$ cat src/rtl/layer_sequencer_if.sv
// Control/status bundle between the layer sequencer and the host/engine side.
// master: the sequencer (drives enables, SRAM select, status).
// slave : host and layer engines (drive start/abort/valid).
interface layer_sequencer_if #(
    parameter int NUM_LAYERS = 4,
    parameter int IDX_W      = 2,
    parameter int CNT_W      = 16
);
    logic                  start;
    logic                  abort;
    logic [NUM_LAYERS-1:0] layer_valid;
    logic [NUM_LAYERS-1:0] layer_en;
    logic [IDX_W-1:0]      cur_layer;
    logic                  rd_group_b;
    logic                  wr_group_b;
    logic                  busy;
    logic                  done;
    logic                  err;
    logic [IDX_W-1:0]      err_layer;
    logic [CNT_W-1:0]      layer_cycles;

    modport master (
        input  start, abort, layer_valid,
        output layer_en, cur_layer, rd_group_b, wr_group_b,
               busy, done, err, err_layer, layer_cycles
    );

    modport slave (
        output start, abort, layer_valid,
        input  layer_en, cur_layer, rd_group_b, wr_group_b,
               busy, done, err, err_layer, layer_cycles
    );
endinterface

$ cat src/rtl/layer_sequencer.sv
// Layer scheduler: enables one layer engine at a time, waits for its valid,
// drains for a fixed gap, steers SRAM ownership and ping-pong groups, and
// flags per-layer timeouts.
//
// state  | meaning
// -------+-----------------------------------------------------------
// IDLE   | waiting for start
// RUN    | layer_en[idx] high, counting cycles until layer_valid[idx]
// DRAIN  | enables low for DRAIN_CYC cycles so the engine returns to idle
// FINISH | all layers complete, done held; start restarts at layer 0
// ERROR  | layer timed out, err held until abort or reset
module layer_sequencer #(
    parameter int NUM_LAYERS = 4,
    parameter int IDX_W      = 2,
    parameter int DRAIN_CYC  = 2,
    parameter int TIMEOUT    = 4095,
    parameter int CNT_W      = 16
) (
    input  logic               clk,
    input  logic               rst_n,
    layer_sequencer_if.master  bus
);
    localparam int DW = (DRAIN_CYC > 1) ? $clog2(DRAIN_CYC) : 1;
    localparam logic [DW-1:0]    DRAIN_LAST = DW'(DRAIN_CYC - 1);
    localparam logic [IDX_W-1:0] LAST_IDX   = IDX_W'(NUM_LAYERS - 1);
    // Unused when TIMEOUT is 0; guarded so the subtraction never wraps.
    localparam logic [CNT_W-1:0] TO_LAST    = (TIMEOUT == 0) ? '0 : CNT_W'(TIMEOUT - 1);

    typedef enum logic [2:0] {IDLE, RUN, DRAIN, FINISH, ERROR} state_t;

    state_t                state_q, state_d;
    logic [IDX_W-1:0]      idx_q, idx_d;
    logic [CNT_W-1:0]      run_cnt_q, run_cnt_d;
    logic [DW-1:0]         drain_cnt_q, drain_cnt_d;
    logic [NUM_LAYERS-1:0] layer_en_q, layer_en_d;
    logic [IDX_W-1:0]      cur_layer_q, cur_layer_d;
    logic                  rd_b_q, rd_b_d;
    logic                  wr_b_q, wr_b_d;
    logic                  busy_q, busy_d;
    logic                  done_q, done_d;
    logic                  err_q, err_d;
    logic [IDX_W-1:0]      err_layer_q, err_layer_d;
    logic [CNT_W-1:0]      cycles_q, cycles_d;
    logic                  launch;
    logic [IDX_W-1:0]      launch_idx;

    // State and all registered outputs, synchronous active-low reset.
    always_ff @(posedge clk) begin
        if (!rst_n) begin
            state_q     <= IDLE;
            idx_q       <= '0;
            run_cnt_q   <= '0;
            drain_cnt_q <= '0;
            layer_en_q  <= '0;
            cur_layer_q <= '0;
            rd_b_q      <= 1'b0;
            wr_b_q      <= 1'b0;
            busy_q      <= 1'b0;
            done_q      <= 1'b0;
            err_q       <= 1'b0;
            err_layer_q <= '0;
            cycles_q    <= '0;
        end else begin
            state_q     <= state_d;
            idx_q       <= idx_d;
            run_cnt_q   <= run_cnt_d;
            drain_cnt_q <= drain_cnt_d;
            layer_en_q  <= layer_en_d;
            cur_layer_q <= cur_layer_d;
            rd_b_q      <= rd_b_d;
            wr_b_q      <= wr_b_d;
            busy_q      <= busy_d;
            done_q      <= done_d;
            err_q       <= err_d;
            err_layer_q <= err_layer_d;
            cycles_q    <= cycles_d;
        end
    end

    // Next-state and next-output decode; abort overrides every transition.
    always_comb begin
        state_d     = state_q;
        idx_d       = idx_q;
        run_cnt_d   = run_cnt_q;
        drain_cnt_d = drain_cnt_q;
        layer_en_d  = layer_en_q;
        cur_layer_d = cur_layer_q;
        rd_b_d      = rd_b_q;
        wr_b_d      = wr_b_q;
        busy_d      = busy_q;
        done_d      = done_q;
        err_d       = err_q;
        err_layer_d = err_layer_q;
        cycles_d    = cycles_q;
        launch      = 1'b0;
        launch_idx  = '0;

        if (bus.abort) begin
            state_d     = IDLE;
            layer_en_d  = '0;
            busy_d      = 1'b0;
            done_d      = 1'b0;
            err_d       = 1'b0;
            run_cnt_d   = '0;
            drain_cnt_d = '0;
        end else begin
            case (state_q)
                IDLE, FINISH: begin
                    if (bus.start) begin
                        launch     = 1'b1;
                        launch_idx = '0;
                    end
                end
                RUN: begin
                    // Valid takes precedence over a timeout in the same cycle.
                    if (bus.layer_valid[idx_q]) begin
                        state_d     = DRAIN;
                        layer_en_d  = '0;
                        drain_cnt_d = '0;
                        cycles_d    = (run_cnt_q == '1) ? '1 : run_cnt_q + 1'b1;
                    end else if (TIMEOUT != 0 && run_cnt_q == TO_LAST) begin
                        state_d     = ERROR;
                        layer_en_d  = '0;
                        busy_d      = 1'b0;
                        err_d       = 1'b1;
                        err_layer_d = idx_q;
                    end else if (run_cnt_q != '1) begin
                        run_cnt_d = run_cnt_q + 1'b1;
                    end
                end
                DRAIN: begin
                    if (drain_cnt_q == DRAIN_LAST) begin
                        if (idx_q == LAST_IDX) begin
                            state_d = FINISH;
                            busy_d  = 1'b0;
                            done_d  = 1'b1;
                        end else begin
                            launch     = 1'b1;
                            launch_idx = idx_q + 1'b1;
                        end
                    end else begin
                        drain_cnt_d = drain_cnt_q + 1'b1;
                    end
                end
                ERROR: begin
                    state_d = ERROR;
                end
                default: begin
                    state_d = IDLE;
                end
            endcase
        end

        // SRAM select and ping-pong groups move only when a new enable rises.
        if (launch) begin
            state_d     = RUN;
            idx_d       = launch_idx;
            run_cnt_d   = '0;
            drain_cnt_d = '0;
            layer_en_d  = NUM_LAYERS'(1) << launch_idx;
            cur_layer_d = launch_idx;
            wr_b_d      = launch_idx[0];
            rd_b_d      = (launch_idx != '0) & ~launch_idx[0];
            busy_d      = 1'b1;
            done_d      = 1'b0;
        end
    end

    assign bus.layer_en     = layer_en_q;
    assign bus.cur_layer    = cur_layer_q;
    assign bus.rd_group_b   = rd_b_q;
    assign bus.wr_group_b   = wr_b_q;
    assign bus.busy         = busy_q;
    assign bus.done         = done_q;
    assign bus.err          = err_q;
    assign bus.err_layer    = err_layer_q;
    assign bus.layer_cycles = cycles_q;
endmodule

$ cat src/flat_wrapper.sv
// flat-port wrapper written by rule: the top's interface ports become plain ports
module layer_sequencer_flat 
#(
    parameter int NUM_LAYERS = 4,
    parameter int IDX_W      = 2,
    parameter int DRAIN_CYC  = 2,
    parameter int TIMEOUT    = 4095,
    parameter int CNT_W      = 16
)
  (clk, rst_n, bus_start, bus_abort, bus_layer_valid, bus_layer_en, bus_cur_layer, bus_rd_group_b, bus_wr_group_b, bus_busy, bus_done, bus_err, bus_err_layer, bus_layer_cycles);
  layer_sequencer_if #(.NUM_LAYERS(NUM_LAYERS), .IDX_W(IDX_W), .CNT_W(CNT_W)) bus_i ();
  input  logic clk;
  input  logic rst_n;
  input wire logic [$bits(bus_i.start)-1:0] bus_start;
  input wire logic [$bits(bus_i.abort)-1:0] bus_abort;
  input wire logic [$bits(bus_i.layer_valid)-1:0] bus_layer_valid;
  output wire logic [$bits(bus_i.layer_en)-1:0] bus_layer_en;
  output wire logic [$bits(bus_i.cur_layer)-1:0] bus_cur_layer;
  output wire logic [$bits(bus_i.rd_group_b)-1:0] bus_rd_group_b;
  output wire logic [$bits(bus_i.wr_group_b)-1:0] bus_wr_group_b;
  output wire logic [$bits(bus_i.busy)-1:0] bus_busy;
  output wire logic [$bits(bus_i.done)-1:0] bus_done;
  output wire logic [$bits(bus_i.err)-1:0] bus_err;
  output wire logic [$bits(bus_i.err_layer)-1:0] bus_err_layer;
  output wire logic [$bits(bus_i.layer_cycles)-1:0] bus_layer_cycles;
  assign bus_i.start = bus_start;
  assign bus_i.abort = bus_abort;
  assign bus_i.layer_valid = bus_layer_valid;
  assign bus_layer_en = bus_i.layer_en;
  assign bus_cur_layer = bus_i.cur_layer;
  assign bus_rd_group_b = bus_i.rd_group_b;
  assign bus_wr_group_b = bus_i.wr_group_b;
  assign bus_busy = bus_i.busy;
  assign bus_done = bus_i.done;
  assign bus_err = bus_i.err;
  assign bus_err_layer = bus_i.err_layer;
  assign bus_layer_cycles = bus_i.layer_cycles;
  layer_sequencer #(.NUM_LAYERS(NUM_LAYERS), .IDX_W(IDX_W), .DRAIN_CYC(DRAIN_CYC), .TIMEOUT(TIMEOUT), .CNT_W(CNT_W)) u_core (.clk(clk), .rst_n(rst_n), .bus(bus_i));
endmodule
$ cat config.mk
export PLATFORM = sky130hd
export DESIGN_NAME = layer_sequencer_flat
export DESIGN_NICKNAME = d
export VERILOG_FILES = /design/src/rtl/layer_sequencer_if.sv /design/src/rtl/layer_sequencer.sv /design/src/flat_wrapper.sv
export SDC_FILE = /design/constraint.sdc
export NUM_CORES = 1
export LEC_CHECK = 0
export BUFFER_PORTS_ARGS = -buffer_cell sky130_fd_sc_hd__buf_2
export CORE_MARGIN = 10
export CORE_UTILIZATION = 35
export DETAILED_ROUTE_END_ITERATION = 8
export PLACE_DENSITY = 0.63
export SYNTH_ARGS = -nofsm -noshare
export SYNTH_HDL_FRONTEND = slang
export SYNTH_SLANG_ARGS = --single-unit
$ cat constraint.sdc
create_clock -name clk -period 4.15 [get_ports clk]
set_clock_uncertainty 0.15 [all_clocks]
set_input_delay 0.83 -clock clk [delete_from_list [all_inputs] [get_ports clk]]
set_output_delay 0.83 -clock clk [all_outputs]
set_load 0.01 [all_outputs]
==> impl.org, run 1 <==
** Yosys
- Gate Count Post-Synth :: 300
- In this run, distinct cell masters in the synthesized netlist total 55.
- Syn Std Cell Area :: 2490 um^2
- After synthesis, the share of flip-flops with an asynchronous set or reset is 0.
- Each instance of the synthesized netlist takes up on average 8.30 um^2.
- Synthesis produced a netlist with a net count of around 310.
- Counting flops and latches in the post-synthesis netlist gives 48.
- Most instantiated flip-flop cell in the synthesis netlist :: sky130_fd_sc_hd__dfxtp_1
- For this run, the register share of the synthesized area comes to 0.386.
- Count of synthesis-stage warnings from yosys :: 0
- Post-synth EDFFs :: 0

** Final layout
- Signed area change from the synthesized netlist to the final layout :: 10.6%
- At the end of the flow, the number of nets in the layout was 330.
- Of the cells placed in the final design, the portion with a size suffix greater than 1 is 0.179.
- The repair_antennas step left the layout with diodes totalling 0.

** Detailed routing
- After detailed routing, the number of vias per cell comes to between 5 and 6.
- Drt first-iter violations :: 128
- The routed design has roughly 6000 um of wire.
- Number of iterations in the first detailed-routing pass :: 4
- Summing over every cut layer, the via total after detailed routing is between 2k and 2.5k.
- The count of nets left with antenna violations once routing finished came out at 0.
- After detailed routing, the average wire length per cell comes to ~15 um.
- DRC Markers :: 0

** Setup path
- STA puts the critical path data required time at 4230 ps.
- Critical path start-end classification :: input pin to flip-flop
- Of all nets on the critical path, the largest fanout is 14.
- The worst setup path is captured at a flip-flop.
- Worst Reg-to-Reg Cells :: 5
- Worst Setup SP :: bus_layer_valid[3]
- STA classifies the critical path startpoint as an input pin.
- Arr. time, crit path :: 2990 ps
- The startpoint identified for the worst register-to-register timing path is u_core.idx_q[0].

** Placement
- Input and output buffers added on the ports amount to 36.
- Detailed placement ended at an HPWL of about 4400 um.
- Weighted congestion at the end of routability-driven global placement :: 0.827

** Clock tree
- Number of gates resized after CTS :: 0
- H-tree levels :: 2
- Maximum count of clock buffers along a single path :: 2
- Counting the buffers created by CTS gives 5.
- Clock latency on the worst-skew pair, taken at its later pin, is 300 ps.
- Clock slew seen by the registers of the worst setup and hold paths :: 90 ps
- The clock net in this run drives a total of 48 sinks.
- Clock tree root driver cell :: sky130_fd_sc_hd__clkbuf_8
- Post-CTS Hold Buffers :: 0
- CTS tree :: built
- Total setup buffers inserted after CTS :: 0

** STA
- Setup violations remaining at the end of the flow were counted as 0.
- Setup repair after global routing left no endpoint under its margin.
- The final count of hold timing violations was 0.
- Normalized max-slew margin :: 0.579
- In the final timing run, aggregate negative setup slack is 0 ps.
- Worst-margin pin slew :: about 630 ps
- Final period util :: 0.700
- For this run, the top clock speed supported by timing is 0.344 GHz.
- The smallest clock period supported by the final layout is computed as 2900 ps.
- Number of max-slew violations in the final report :: 0

** Pwr
- P per Cell Area :: ~280 nW/um^2
- For this design the static power due to leakage is 0.970 nW.
- After layout, the design draws a total of 783 uW.
- Worst vdd rail ir drop :: 163 uV

** Floorplan
- In this run the horizontal extent of the chip is 104 um.
- The floorplan has 30 rows.
- Initial standard-cell utilization of the core :: 0.362
- Core footprint :: 6870 um^2
- Measured along the y axis, the die boundary spans 104 um.
- The die covers between 10000 and 15000 um^2.
- During I/O placement, the number of pins put on the boundary was 37.

** Global routing
- Entering global routing, the biggest net connects 29 pins.
- The initial antenna violation count is 0.
- For this run, the total global-route usage over all layers was measured as 0.112.
- Number of global-route vias before repair :: roughly 2.1k
- Residual overflow from global routing :: 0
- Wire length of the first global-routing pass :: 10400 um

** Worst hold path
- The worst hold path passes through 2 cells.
- Worst Min Path Start :: u_core.bus.layer_cycles[0]
- The min-delay analysis places its worst path in the category flip-flop to flip-flop.

** Status
- The run finished with clean final reports.

** Job
- Across the run, the number of max-cap violations was 0.
-- registers in the layout, indices dropped and copies added, names as in the netlist --
register                 flops
u_core.bus.layer_cycles     16
u_core.run_cnt_q            16
u_core.bus.layer_en          4
u_core.state_q               3
u_core.bus.err_layer         2
u_core.idx_q                 2
u_core.bus.busy              1
u_core.bus.done              1
u_core.bus.err               1
u_core.bus.rd_group_b        1
u_core.drain_cnt_q           1
-- final cells by class --
| type | instances | area (um^2) |
|---|---|---|
| fill | 734 | 4120 |
| multi-input combinational | 220 | 1380 |
| sequential | 48 | 961 |
| timing repair buffer | 37 | 188 |
| tap | 96 | 120 |
| clock buffer | 6 | 72.6 |
| inverter | 7 | 26.3 |
| clock inverter | 1 | 5.00 |
-- worst max-delay path, cell delays in order --
cell,delay [ps]
sky130_fd_sc_hd__buf_2,90
sky130_fd_sc_hd__mux4_2,580
sky130_fd_sc_hd__or3_4,460
sky130_fd_sc_hd__or3_4,460
sky130_fd_sc_hd__or3_2,430
sky130_fd_sc_hd__a21oi_1,140
-- stage by stage --
step	hold slack, ps	utilization	area (um^2)	std cells	worst slack [ps]
2_1_floorplan	331	-	2490	300	1080
3_3_place_gp	298	0.389	2670	408	982
3_5_place_dp	305	0.389	2670	408	935
4_1_cts	318	0.401	2750	415	1240
5_1_grt	351	0.401	2750	415	1140
6_report	314	0.401	2750	415	1250
-- kinds of logic (layout without fill, tap and decap cells) --
kind of cell	count (synthesis)	after routing	synth area share
AOI/OAI and AO/OA	62	62	0.156
DFF	48	48	0.386
xor gates and xnor gates	15	15	0.0528
adders and majority gates	4	4	0.0191
muxes	7	7	0.0337
and+or+nand+nor	132	132	0.290
buffers and inverters	32	51	0.0623
-- synthesized netlist by cell type (7+ instances only) --
master / n / area share
sky130_fd_sc_hd__o21ai_0: 20 / 0.040
sky130_fd_sc_hd__nand2_1: 16 / 0.024
sky130_fd_sc_hd__nor3_1: 15 / 0.030
sky130_fd_sc_hd__a21oi_1: 16 / 0.032
sky130_fd_sc_hd__inv_1: 7 / 0.011
sky130_fd_sc_hd__nand4_1: 9 / 0.023
sky130_fd_sc_hd__nor2_1: 29 / 0.044
sky130_fd_sc_hd__xnor2_1: 11 / 0.039
sky130_fd_sc_hd__nor4_1: 9 / 0.023
sky130_fd_sc_hd__dfxtp_1: 48 / 0.39
sky130_fd_sc_hd__nand3_1: 14 / 0.028
sky130_fd_sc_hd__clkbuf_1: 18 / 0.027
-- cells in the final DEF, fill, tap and decap left out, types with 2 or more instances in the layout --
cell | Yosys | layout
sky130_fd_sc_hd__a211oi_1 | 2 | 2
sky130_fd_sc_hd__nand3_1 | 14 | 14
sky130_fd_sc_hd__a21boi_0 | 5 | 5
sky130_fd_sc_hd__buf_2 | 0 | 36
sky130_fd_sc_hd__clkbuf_8 | 0 | 5
sky130_fd_sc_hd__a22o_1 | 2 | 2
sky130_fd_sc_hd__nor4_1 | 9 | 8
sky130_fd_sc_hd__ha_1 | 3 | 3
sky130_fd_sc_hd__nand2b_1 | 3 | 3
sky130_fd_sc_hd__a21oi_1 | 16 | 16
sky130_fd_sc_hd__nor2_1 | 29 | 29
sky130_fd_sc_hd__nor3_1 | 15 | 15
sky130_fd_sc_hd__nand3b_1 | 2 | 2
sky130_fd_sc_hd__xnor2_1 | 11 | 11
sky130_fd_sc_hd__o21ai_0 | 20 | 20
sky130_fd_sc_hd__and2_2 | 2 | 2
sky130_fd_sc_hd__dfxtp_1 | 48 | 48
sky130_fd_sc_hd__inv_1 | 7 | 7
sky130_fd_sc_hd__nand4_1 | 9 | 9
sky130_fd_sc_hd__or3_1 | 6 | 6
sky130_fd_sc_hd__nand2_1 | 16 | 16
sky130_fd_sc_hd__and3_1 | 3 | 3
sky130_fd_sc_hd__or3_2 | 2 | 2
sky130_fd_sc_hd__o211ai_1 | 2 | 2
sky130_fd_sc_hd__o31ai_1 | 2 | 2
sky130_fd_sc_hd__nor2b_1 | 6 | 6
sky130_fd_sc_hd__xor2_1 | 4 | 4
sky130_fd_sc_hd__nor3b_1 | 4 | 4
sky130_fd_sc_hd__and4_1 | 2 | 2
sky130_fd_sc_hd__or3_4 | 2 | 2
sky130_fd_sc_hd__a311oi_1 | 4 | 4
sky130_fd_sc_hd__mux2i_1 | 5 | 5
-- path summary, 6_finish.rpt --
path                                     end  slack, ps
setup / recovery         u_core.run_cnt_q[9]       1250
hold / removal    u_core.bus.layer_cycles[0]        310
setup reg to reg         u_core.run_cnt_q[9]       1300
hold reg to reg   u_core.bus.layer_cycles[0]        310
-- per-layer routing --
layer / GRT usage / vias to the layer above / share of wire
li1: - / 1114 / -
met1: 0.145 / 1040 / 0.49
met2: 0.163 / 69 / 0.43
met3: 0.0316 / 13 / 0.059
met4: 0.0586 / 0 / 0.022
met5: 0 / - / 0
-- power by group --
group	total [mW]	leakage [nW]	switching (mW)	internal [mW]
registers	0.468	0.387	0.00373	0.465
clock network	0.269	0.0410	0.154	0.115
logic	0.0462	0.541	0.0286	0.0176
(Power assumes the default switching activity.)
==> run 2, diff against run 1 <==
--- a/config.mk
+++ b/config.mk
@@ -5,11 +5,12 @@
 export SDC_FILE = /design/constraint.sdc
 export NUM_CORES = 1
 export LEC_CHECK = 0
+export ABC_AREA = 1
 export BUFFER_PORTS_ARGS = -buffer_cell sky130_fd_sc_hd__buf_2
 export CORE_MARGIN = 10
 export CORE_UTILIZATION = 35
 export DETAILED_ROUTE_END_ITERATION = 8
-export PLACE_DENSITY = 0.63
+export PLACE_DENSITY = 0.65
 export SYNTH_ARGS = -nofsm -noshare
 export SYNTH_HDL_FRONTEND = slang
 export SYNTH_SLANG_ARGS = --single-unit
==> constraint.sdc (replaced) <==
create_clock -name clk -period 2.58 [get_ports clk]
set_clock_uncertainty 0.15 [all_clocks]
set_input_delay 0.516 -clock clk [delete_from_list [all_inputs] [get_ports clk]]
set_output_delay 0.516 -clock clk [all_outputs]
set_load 0.01 [all_outputs]
==> impl.org, run 2 <==
** STA
- Final setup violation count :: 0 (unchanged)
- The final count of hold timing violations came to 0 (unchanged).
- The final-report max-slew violation count was 0 (unchanged).
- Normalized max-slew margin :: 0.605 (was 0.579)
- Worst-margin pin slew :: 591 ps (was 626 ps)
- Setup TNS :: 0 ps (unchanged)
- After layout, the minimum clock period comes to 1970 ps.
- Of the available clock period, the critical path in the final layout requires 0.764.
- For this run, the top clock speed supported by timing is 0.507 GHz.
- RSZ-0062 raised after global routing: false (unchanged).

** Yosys
- Most instantiated cells after synthesis :: sky130_fd_sc_hd__nand2_1 (71), sky130_fd_sc_hd__nor2_1 (54), sky130_fd_sc_hd__dfxtp_1 (48) (was sky130_fd_sc_hd__dfxtp_1 (48), sky130_fd_sc_hd__nor2_1 (29), sky130_fd_sc_hd__o21ai_0 (20))
- The flip-flop cell with the highest count after synthesis is sky130_fd_sc_hd__dfxtp_1 (unchanged).
- The share of flip-flops with an asynchronous set or reset after synthesis is 0 (unchanged).
- Portion of the post-synthesis area used by sequential elements :: 0.361 (was 0.386)
- Biggest area consumer among synthesized cells :: sky130_fd_sc_hd__dfxtp_1 (unchanged)
- The flop and latch count out of synthesis was 48 (unchanged).
- The number of instances in the synthesized netlist came to 380 (was 300).
- Most instantiated library cell after synthesis :: sky130_fd_sc_hd__nand2_1 (was sky130_fd_sc_hd__dfxtp_1)
- The fraction of the mapped netlist area in compound gates was 0.119 (was 0.156).
- Count of distinct cell types in the synthesized netlist :: 34 (was 55)
- Simple-Gate Fraction of Synth Area :: 0.358 (was 0.290)
- The adder-cell share of the synthesized area was 0.0141 (was 0.0191).
- Share of the synthesized area in the top cell type :: 0.361 (was 0.386)
- Largest cells by area after synthesis: sky130_fd_sc_hd__dfxtp_1 (36%), sky130_fd_sc_hd__nand2_1 (10%), sky130_fd_sc_hd__nor2_1 (7.6%) (was sky130_fd_sc_hd__dfxtp_1 (39%), sky130_fd_sc_hd__nor2_1 (4.4%), sky130_fd_sc_hd__o21ai_0 (4.0%)).
- Syn Std Cell Area :: 2660 um^2 (was 2490 um^2)
- Dominant combinational cell family by area after synthesis :: simple AND/OR/NAND/NOR gates (unchanged)
- The mean post-synth cell area came to 7.00 um^2 (was 8.30 um^2).
- XOR/XNOR Fraction of Synth Area :: 0.0362 (was 0.0528)
- Synthesized Nets :: 391 (was 311)
- The count of flip-flops with a built-in enable after synthesis is 0 (unchanged).
- Count of synthesis-stage warnings from yosys :: 0 (unchanged)
- The multiplexer area fraction after synthesis was 0 (was 0.0337).

** Placement
- The number of port buffers was 36 (unchanged).
- The HPWL after detailed placement is 5170 um (was 4410 um).
- Weighted congestion at the end of routability-driven global placement :: 0.845 (was 0.827)

** Clock tree
- The count of buffers added by post-CTS timing repair for setup was 0 (unchanged).
- H-tree levels :: 2 (unchanged)
- Number of buffers created by CTS :: 5 (unchanged)
- Clk sinks :: 48 (unchanged)
- Maximum count of clock buffers along a single path :: 2 (unchanged)
- Clock tree root driver cell :: sky130_fd_sc_hd__clkbuf_8 (unchanged)
- Number of gates resized after CTS :: 0 (unchanged)
- The latest clock arrival within the worst-skew pair is 300 ps (about the same).
- CTS tree :: built (unchanged)
- Clock slew seen by the registers of the worst setup and hold paths :: 90 ps (about the same)
- Post-CTS Hold Buffers :: 0 (unchanged)

** Setup path
- Worst R2R End :: u_core.run_cnt_q[14] (was u_core.run_cnt_q[9])
- Worst-path maximum fanout :: 4 (was 14)
- Arr. time, crit path :: 2020 ps (was 2990 ps)
- The kind of start point of the critical path is a flip-flop (was input pin).
- The slack of the worst reg-to-reg path is 610 ps (was 1300 ps).
- The category of the worst setup path capture point is a flip-flop (unchanged).
- The critical path data required time came to 2630 ps (was 4230 ps).
- The launch point of the worst reg-to-reg path was u_core.run_cnt_q[1] (was u_core.idx_q[0]).
- Destination of the critical timing path :: u_core.run_cnt_q[14] (was u_core.run_cnt_q[9])
- The category of the critical setup timing path is flip-flop to flip-flop (was input pin to flip-flop).
- The number of cells on the worst reg-to-reg path was 10 (was 5).
- The origin of the worst setup path is u_core.run_cnt_q[1] (was bus_layer_valid[3]).

** Global routing
- Aggregate global-route resource usage :: 0.115 (was 0.112)
- Wire length of the first global-routing pass :: 11000 um (was 10400 um)
- Antenna violations before repair :: 0 (unchanged)
- Number of global-route vias before repair :: 2319 (was 2138)
- The overflow left after global routing was 0 (unchanged).
- Pin count of the biggest net entering global routing :: 24 (was 29)

** Detailed routing
- The number of DRC violations after detailed-routing iteration 0 is 118 (was 128).
- The aggregate routed wire length came to 6570 um (was 6180 um).
- The first-pass iteration count of the detailed router was 4 (unchanged).
- DRC Markers :: 0 (unchanged)
- The vias per cell is 4.72 (was 5.39).
- Final ANT Viol Nets :: 0 (unchanged)
- Via count :: 2425 (was 2236)
- Avg WL per Cell :: 12.8 um (was 14.9 um)

** Pwr
- Worst vdd rail ir drop :: 219 uV (was 163 uV)
- The power per cell area was 530 nW/um^2 (was 285 nW/um^2).
- The leakage power is 1.33 nW (was 0.970 nW).

** Final layout
- Most common cell after layout, fill and taps aside :: sky130_fd_sc_hd__nand2_1 (was sky130_fd_sc_hd__dfxtp_1)
- Signed area change from the synthesized netlist to the final layout :: 12.7% (was 10.6%)
- Final design utilization :: 0.409 (was 0.401)
- Layout cells sized above 1 :: 0.210 (was 0.179)
- Antenna Diode Count :: 0 (unchanged)
- Commonest non-fill, non-tap cells in the layout :: sky130_fd_sc_hd__nand2_1 (71), sky130_fd_sc_hd__nor2_1 (54), sky130_fd_sc_hd__dfxtp_1 (48), sky130_fd_sc_hd__inv_1 (47), sky130_fd_sc_hd__buf_2 (36) (was sky130_fd_sc_hd__dfxtp_1 (48), sky130_fd_sc_hd__buf_2 (36), sky130_fd_sc_hd__nor2_1 (29), sky130_fd_sc_hd__o21ai_0 (20))
- Final net count :: 425 (was 330)

** Floorplan
- The initial core utilization came to 0.363 (was 0.362).
- IO Pins :: 37 (unchanged)
- The area enclosed by the die boundary was 11500 um^2 (was 10900 um^2).
- The floorplan row count came to 31 (was 30).
- Core footprint :: 7330 um^2 (was 6870 um^2)
- Die X-Extent :: 107 um (was 104 um)
- The vertical die dimension is 107 um (was 104 um).

** Status
- Status :: completed (unchanged)

** Worst hold path
- The type of the most critical hold path was flip-flop to flip-flop (unchanged).

** Job
- The max-capacitance violation count is 0 (unchanged).
==> run 2: cell types whose count changed after synthesis, sizes merged, moves of 6 or more <==
cell / delta
a21oi: +15
clkbuf: -17
inv: +48
nand2: +66
nand3: +16
nor2: +38
nor2b: -6
nor3: -7
nor4: -9
o21ai: +6
or3: -10
xnor2: -10
xor2: +6
==> run 2: report_power, final <==
part           leakage (nW)  internal (mW)  total, mW  switching, mW
registers             0.389          0.766      0.785         0.0193
logic                 0.880         0.0750      0.226          0.151
clock network        0.0614          0.317      0.576          0.259
==> run 2: per-layer routing <==
metal / GRT usage / share of wire / vias up
li1: - / - / 1267
met5: 0 / 0 / -
met2: 0.193 / 0.47 / 40
met1: 0.139 / 0.46 / 1109
met3: 0.0353 / 0.056 / 9
met4: 0.0290 / 0.012 / 0
==> run 2: worst min path at each step <==
| stage | startpoint | end | slack (ps) | cells past startpoint |
|---|---|---|---|---|
| after floorplan | u_core.run_cnt_q[0] | u_core.bus.layer_cycles[0] | 310 | 1 |
| after global placement | u_core.bus.rd_group_b | u_core.bus.rd_group_b | 310 | 2 |
| after detailed placement | u_core.bus.rd_group_b | u_core.bus.rd_group_b | 310 | 2 |
| after CTS | u_core.bus.rd_group_b | u_core.bus.rd_group_b | 320 | 2 |
| after global routing | u_core.bus.rd_group_b | u_core.bus.rd_group_b | 350 | 2 |
| final | u_core.bus.rd_group_b | u_core.bus.rd_group_b | 320 | 2 |
==> run 2: worst max-delay path, stage by stage, from the launching register on <==
cell,delay (ps)
sky130_fd_sc_hd__dfxtp_1,400
sky130_fd_sc_hd__ha_1,210
sky130_fd_sc_hd__inv_1,60
sky130_fd_sc_hd__nor2_2,220
sky130_fd_sc_hd__nand2_1,120
sky130_fd_sc_hd__nor2_1,300
sky130_fd_sc_hd__nand3_1,120
sky130_fd_sc_hd__nand2_1,140
sky130_fd_sc_hd__nand2_2,60
sky130_fd_sc_hd__nand2_1,70
sky130_fd_sc_hd__nor2_1,30
==> run 2: logic make-up (layout without fill, tap and decap cells) <==
group,count (synthesis),count (layout)
buf+inv,64,99
xor+xnor,11,11
simple gates,196,196
compound gates,58,58
flops,48,48
fa+ha+maj,3,3
==> run 2: area by class of cell <==
type                       count  area, um^2
clock buffer                   6        82.6
tap                           99         124
timing repair buffer          36         180
inverter                      55         209
multi-input combinational    268        1400
clock inverter                 2        38.8
sequential                    48         961
fill                         770        4330
==> run 2: metrics by stage <==
stage,total power [mW],hold slack [ps],setup slack (ps),cells,area (um^2)
floorplan,0.976,312,917,380,2660
global placement,1.03,306,591,506,2880
detailed placement,1.03,306,553,506,2880
CTS,1.60,320,631,514,3000
global route,1.66,352,432,514,3000
finish,1.59,316,609,514,3000
==> run 3, diff against run 2 <==
--- a/config.mk
+++ b/config.mk
@@ -5,12 +5,12 @@
 export SDC_FILE = /design/constraint.sdc
 export NUM_CORES = 1
 export LEC_CHECK = 0
-export ABC_AREA = 1
+export ABC_AREA = 0
 export BUFFER_PORTS_ARGS = -buffer_cell sky130_fd_sc_hd__buf_2
 export CORE_MARGIN = 10
 export CORE_UTILIZATION = 35
 export DETAILED_ROUTE_END_ITERATION = 8
-export PLACE_DENSITY = 0.65
+export PLACE_DENSITY = 0.63
 export SYNTH_ARGS = -nofsm -noshare
 export SYNTH_HDL_FRONTEND = slang
 export SYNTH_SLANG_ARGS = --single-unit
==> constraint.sdc (replaced) <==
create_clock -name clk -period 2 [get_ports clk]
set_clock_uncertainty 0.15 [all_clocks]
set_input_delay 0.4 -clock clk [delete_from_list [all_inputs] [get_ports clk]]
set_output_delay 0.4 -clock clk [all_outputs]
set_load 0.01 [all_outputs]
==> impl.org, run 3 (synthesized netlist as in run 1, its figures left out) <==
** Status
- Status :: finished with violations (was completed)
- Failing checks :: negative setup slack

** Clock tree
- The number of buffers added by the clock tree synthesis step was 5 (unchanged).
- The number of sinks on the clock net came to 48 (unchanged).
- The CTS tree is built (unchanged).
- The total of hold buffers inserted after clock tree synthesis came to 0 (unchanged).
- H-tree levels :: 2 (unchanged)
- The cell chosen for the clock root is sky130_fd_sc_hd__clkbuf_8 (unchanged).
- Clk_lat worst skew :: 310 ps (was 300 ps)
- The deepest clock path buffer count came to 2 (unchanged).
- The clock edge transition at the registers on the reported setup and hold paths came to 100 ps (was 90 ps).

** STA
- The hold slack came to 280 ps (was 316 ps).
- Normalized max-slew margin :: 0.631 (was 0.605)
- Final setup violation count :: 15 (was 0)
- The slew at the pin closest to its max-slew limit is 548 ps (was 591 ps).
- Final period util :: 1.18 (was 0.764)
- The fmax was 0.424 GHz (was 0.507 GHz).
- The final critical-path setup slack was -358 ps (was 609 ps).
- Final critical path time including I/O delays and setup :: 2360 ps (was 1970 ps)
- RSZ-0062 raised after global routing :: true (was false)
- The final-report max-slew violation count came to 0 (unchanged).
- Hold Violations, Final :: 0 (unchanged)

** Setup path
- Category of the worst setup path capture point :: flip-flop (unchanged)
- Cell family contributing the most delay on the critical path :: simple AND/OR/NAND/NOR gates (unchanged)
- Critical path's largest stage delay :: 500 ps (was 400 ps)
- The category of the critical setup timing path is flip-flop to flip-flop (unchanged).
- Critical path startpoint category :: flip-flop (unchanged)
- Crit path max-delay cell type :: sky130_fd_sc_hd__mux4_2 (was sky130_fd_sc_hd__dfxtp_1)
- Worst-path maximum fanout :: 6 (was 4)
- The arrival time of data at the critical path endpoint is 2460 ps (was 2020 ps).
- WP buf/inv :: 1 (unchanged)
- List of cells traversed by the critical path: mux4_2 > or3_4 > buf_4 > or3_4 > or3_1 > a21oi_1 (was ha_1 > inv_1 > nor2_2 > nand2_1 > nor2_1 > nand3_1 > nand2_1 > nand2_2 > nand2_1 > nor2_1).
- Most frequent cell on the critical path :: sky130_fd_sc_hd__or3_4 (was sky130_fd_sc_hd__nand2_1)
- The critical path data required time is 2100 ps (was 2630 ps).

** Pwr
- The fraction of power spent switching nets was 0.241 (was 0.271).
- The register share of total power was 0.525 (was 0.494).
- Combinational share of power :: 0.077 (was 0.143)
- Net switching power figure :: 444 uW (was 430 uW)
- Internal power :: 1.40 mW (was 1.16 mW)
- The clock group share of total power is 0.398 (was 0.363).
- P per Cell Area :: 525 nW/um^2 (was 530 nW/um^2)
- Post-layout power :: 1.84 mW (was 1.59 mW)
- Worst vdd rail ir drop :: 356 uV (was 219 uV)
- The leakage power is 1.34 nW (was 1.33 nW).

** Global routing
- Aggregate global-route resource usage :: 0.134 (was 0.115)
- Number of global-route vias before repair :: 2468 (was 2319)
- Antenna violations before repair :: 0 (unchanged)
- The overflow left after global routing was 0 (unchanged).
- Wire length of the first global-routing pass :: 12200 um (was 11000 um)
- The maximum number of pins on one net before global-route repair was 28 (was 24).

** Placement
- Setup WS pre-CTS :: -533 ps (was 553 ps)
- The cell area after placement was 3040 um^2 (was 2880 um^2).
- The number of port buffers came to 36 (unchanged).
- Weighted congestion at the end of routability-driven global placement :: 0.927 (was 0.845)
- HPWL reported at the end of detailed placement :: 5140 um (was 5170 um)

** Detailed routing
- The wire length per cell after detailed routing came to 16.9 um (was 12.8 um).
- Number of iterations in the first detailed-routing pass :: 5 (was 4)
- The aggregate routed wire length came to 7910 um (was 6570 um).
- The vias per cell is 5.41 (was 4.72).
- Via count :: 2539 (was 2425)
- Final ANT Viol Nets :: 0 (unchanged)
- Drt first-iter violations :: 248 (was 118)
- DRC Markers :: 0 (unchanged)

** Final layout
- Signed area change from the synthesized netlist to the final layout :: 40.8% (was 12.7%)
- The final core utilization came to 0.510 (was 0.409).
- Area used by multi-input combinational logic :: 1650 um^2 (was 1400 um^2)
- Commonest non-fill, non-tap cells in the layout: sky130_fd_sc_hd__buf_4 (45), sky130_fd_sc_hd__dfxtp_1 (44), sky130_fd_sc_hd__buf_2 (36), sky130_fd_sc_hd__nor2_1 (28), sky130_fd_sc_hd__o21ai_0 (19) (was sky130_fd_sc_hd__nand2_1 (71), sky130_fd_sc_hd__nor2_1 (54), sky130_fd_sc_hd__dfxtp_1 (48), sky130_fd_sc_hd__inv_1 (47), sky130_fd_sc_hd__buf_2 (36)).
- The layout cell share with drive strength beyond 1 is 0.381 (was 0.210).
- The most common cell after layout, fill and taps aside was sky130_fd_sc_hd__buf_4 (was sky130_fd_sc_hd__nand2_1).
- Fillers :: 645 (was 770)
- Sequential standard cell area :: 971 um^2 (was 961 um^2)
- Antenna Diode Count :: 0 (unchanged)
- The total number of nets in the final design came to 383 (was 425).
- The cell area after layout came to 3500 um^2 (was 3000 um^2).

** Floorplan
- The floorplan row count is 30 (was 31).
- Total die area :: 10900 um^2 (was 11500 um^2)
- The placeable core region was 6870 um^2 (was 7330 um^2).
- Initial standard-cell utilization of the core :: 0.362 (was 0.363)
- IO Pins :: 37 (unchanged)
- Height of the die :: 104 um (was 107 um)
- The die outline width came to 104 um (was 107 um).

** Worst hold path
- The type of the most critical hold path is input pin to flip-flop (was flip-flop to flip-flop).

** Job
- Max-cap check violation count :: 0 (unchanged)
[run 3: worst reg2reg max path, stage by stage (launching register included)]
cell                      delay [ps]
sky130_fd_sc_hd__dfxtp_4         360
sky130_fd_sc_hd__mux4_2          500
sky130_fd_sc_hd__or3_4           350
sky130_fd_sc_hd__buf_4           140
sky130_fd_sc_hd__or3_4           360
sky130_fd_sc_hd__or3_1           310
sky130_fd_sc_hd__a21oi_1         120
[run 3: layout make-up]
cell class / count / area share
Clock inverter: 3 / 0.0121
Clock buffer: 5 / 0.0196
Multi-Input combinational cell: 221 / 0.470
Timing Repair Buffer: 89 / 0.180
Inverter: 7 / 0.00750
Sequential cell: 48 / 0.277
Tap cell: 96 / 0.0343
[run 3: final timing paths]
kind              slack [ps]  depth (start not counted)                   startpoint                     endpoint
setup / recovery        -360                          6              u_core.idx_q[0]         u_core.run_cnt_q[13]
hold / removal           280                          3                        rst_n               u_core.bus.err
setup reg to reg        -360                          6              u_core.idx_q[0]         u_core.run_cnt_q[13]
hold reg to reg          310                          2  u_core.bus.layer_cycles[10]  u_core.bus.layer_cycles[10]
[run 3: metrics by stage]
stage / setup TNS [ps] / instances
4_1_cts: -3420 / 462
3_5_place_dp: -6580 / 452
2_1_floorplan: -7720 / 300
6_report: -3050 / 469
3_3_place_gp: -6110 / 452
5_1_grt: -4280 / 469
[run 3: timing repair]
action	in CTS	in global routing
buffers inserted	2	6
endpoints found under the hold margin	0	0
gates resized for setup	22	39
setup endpoints to repair	30	42
cloned	1	1
pin swaps	5	7
[run 3: power by group through the flow]
stage	Combinational (mW)	Sequential (mW)	Clock (mW)
5_1_grt	0.156	0.968	0.771
6_report	0.142	0.966	0.732
3_5_place_dp	0.124	0.990	0
2_1_floorplan	0.0726	0.994	0
3_3_place_gp	0.123	0.990	0
4_1_cts	0.132	0.968	0.740
[run 3: routing by layer]
layer  track usage  vias to the layer above  wire [um]
li1              -                     1232          -
met1         0.170                     1202       3570
met2         0.205                       83       3670
met3        0.0291                       22        423
met4        0.0706                        0        248
met5             0                        -          0
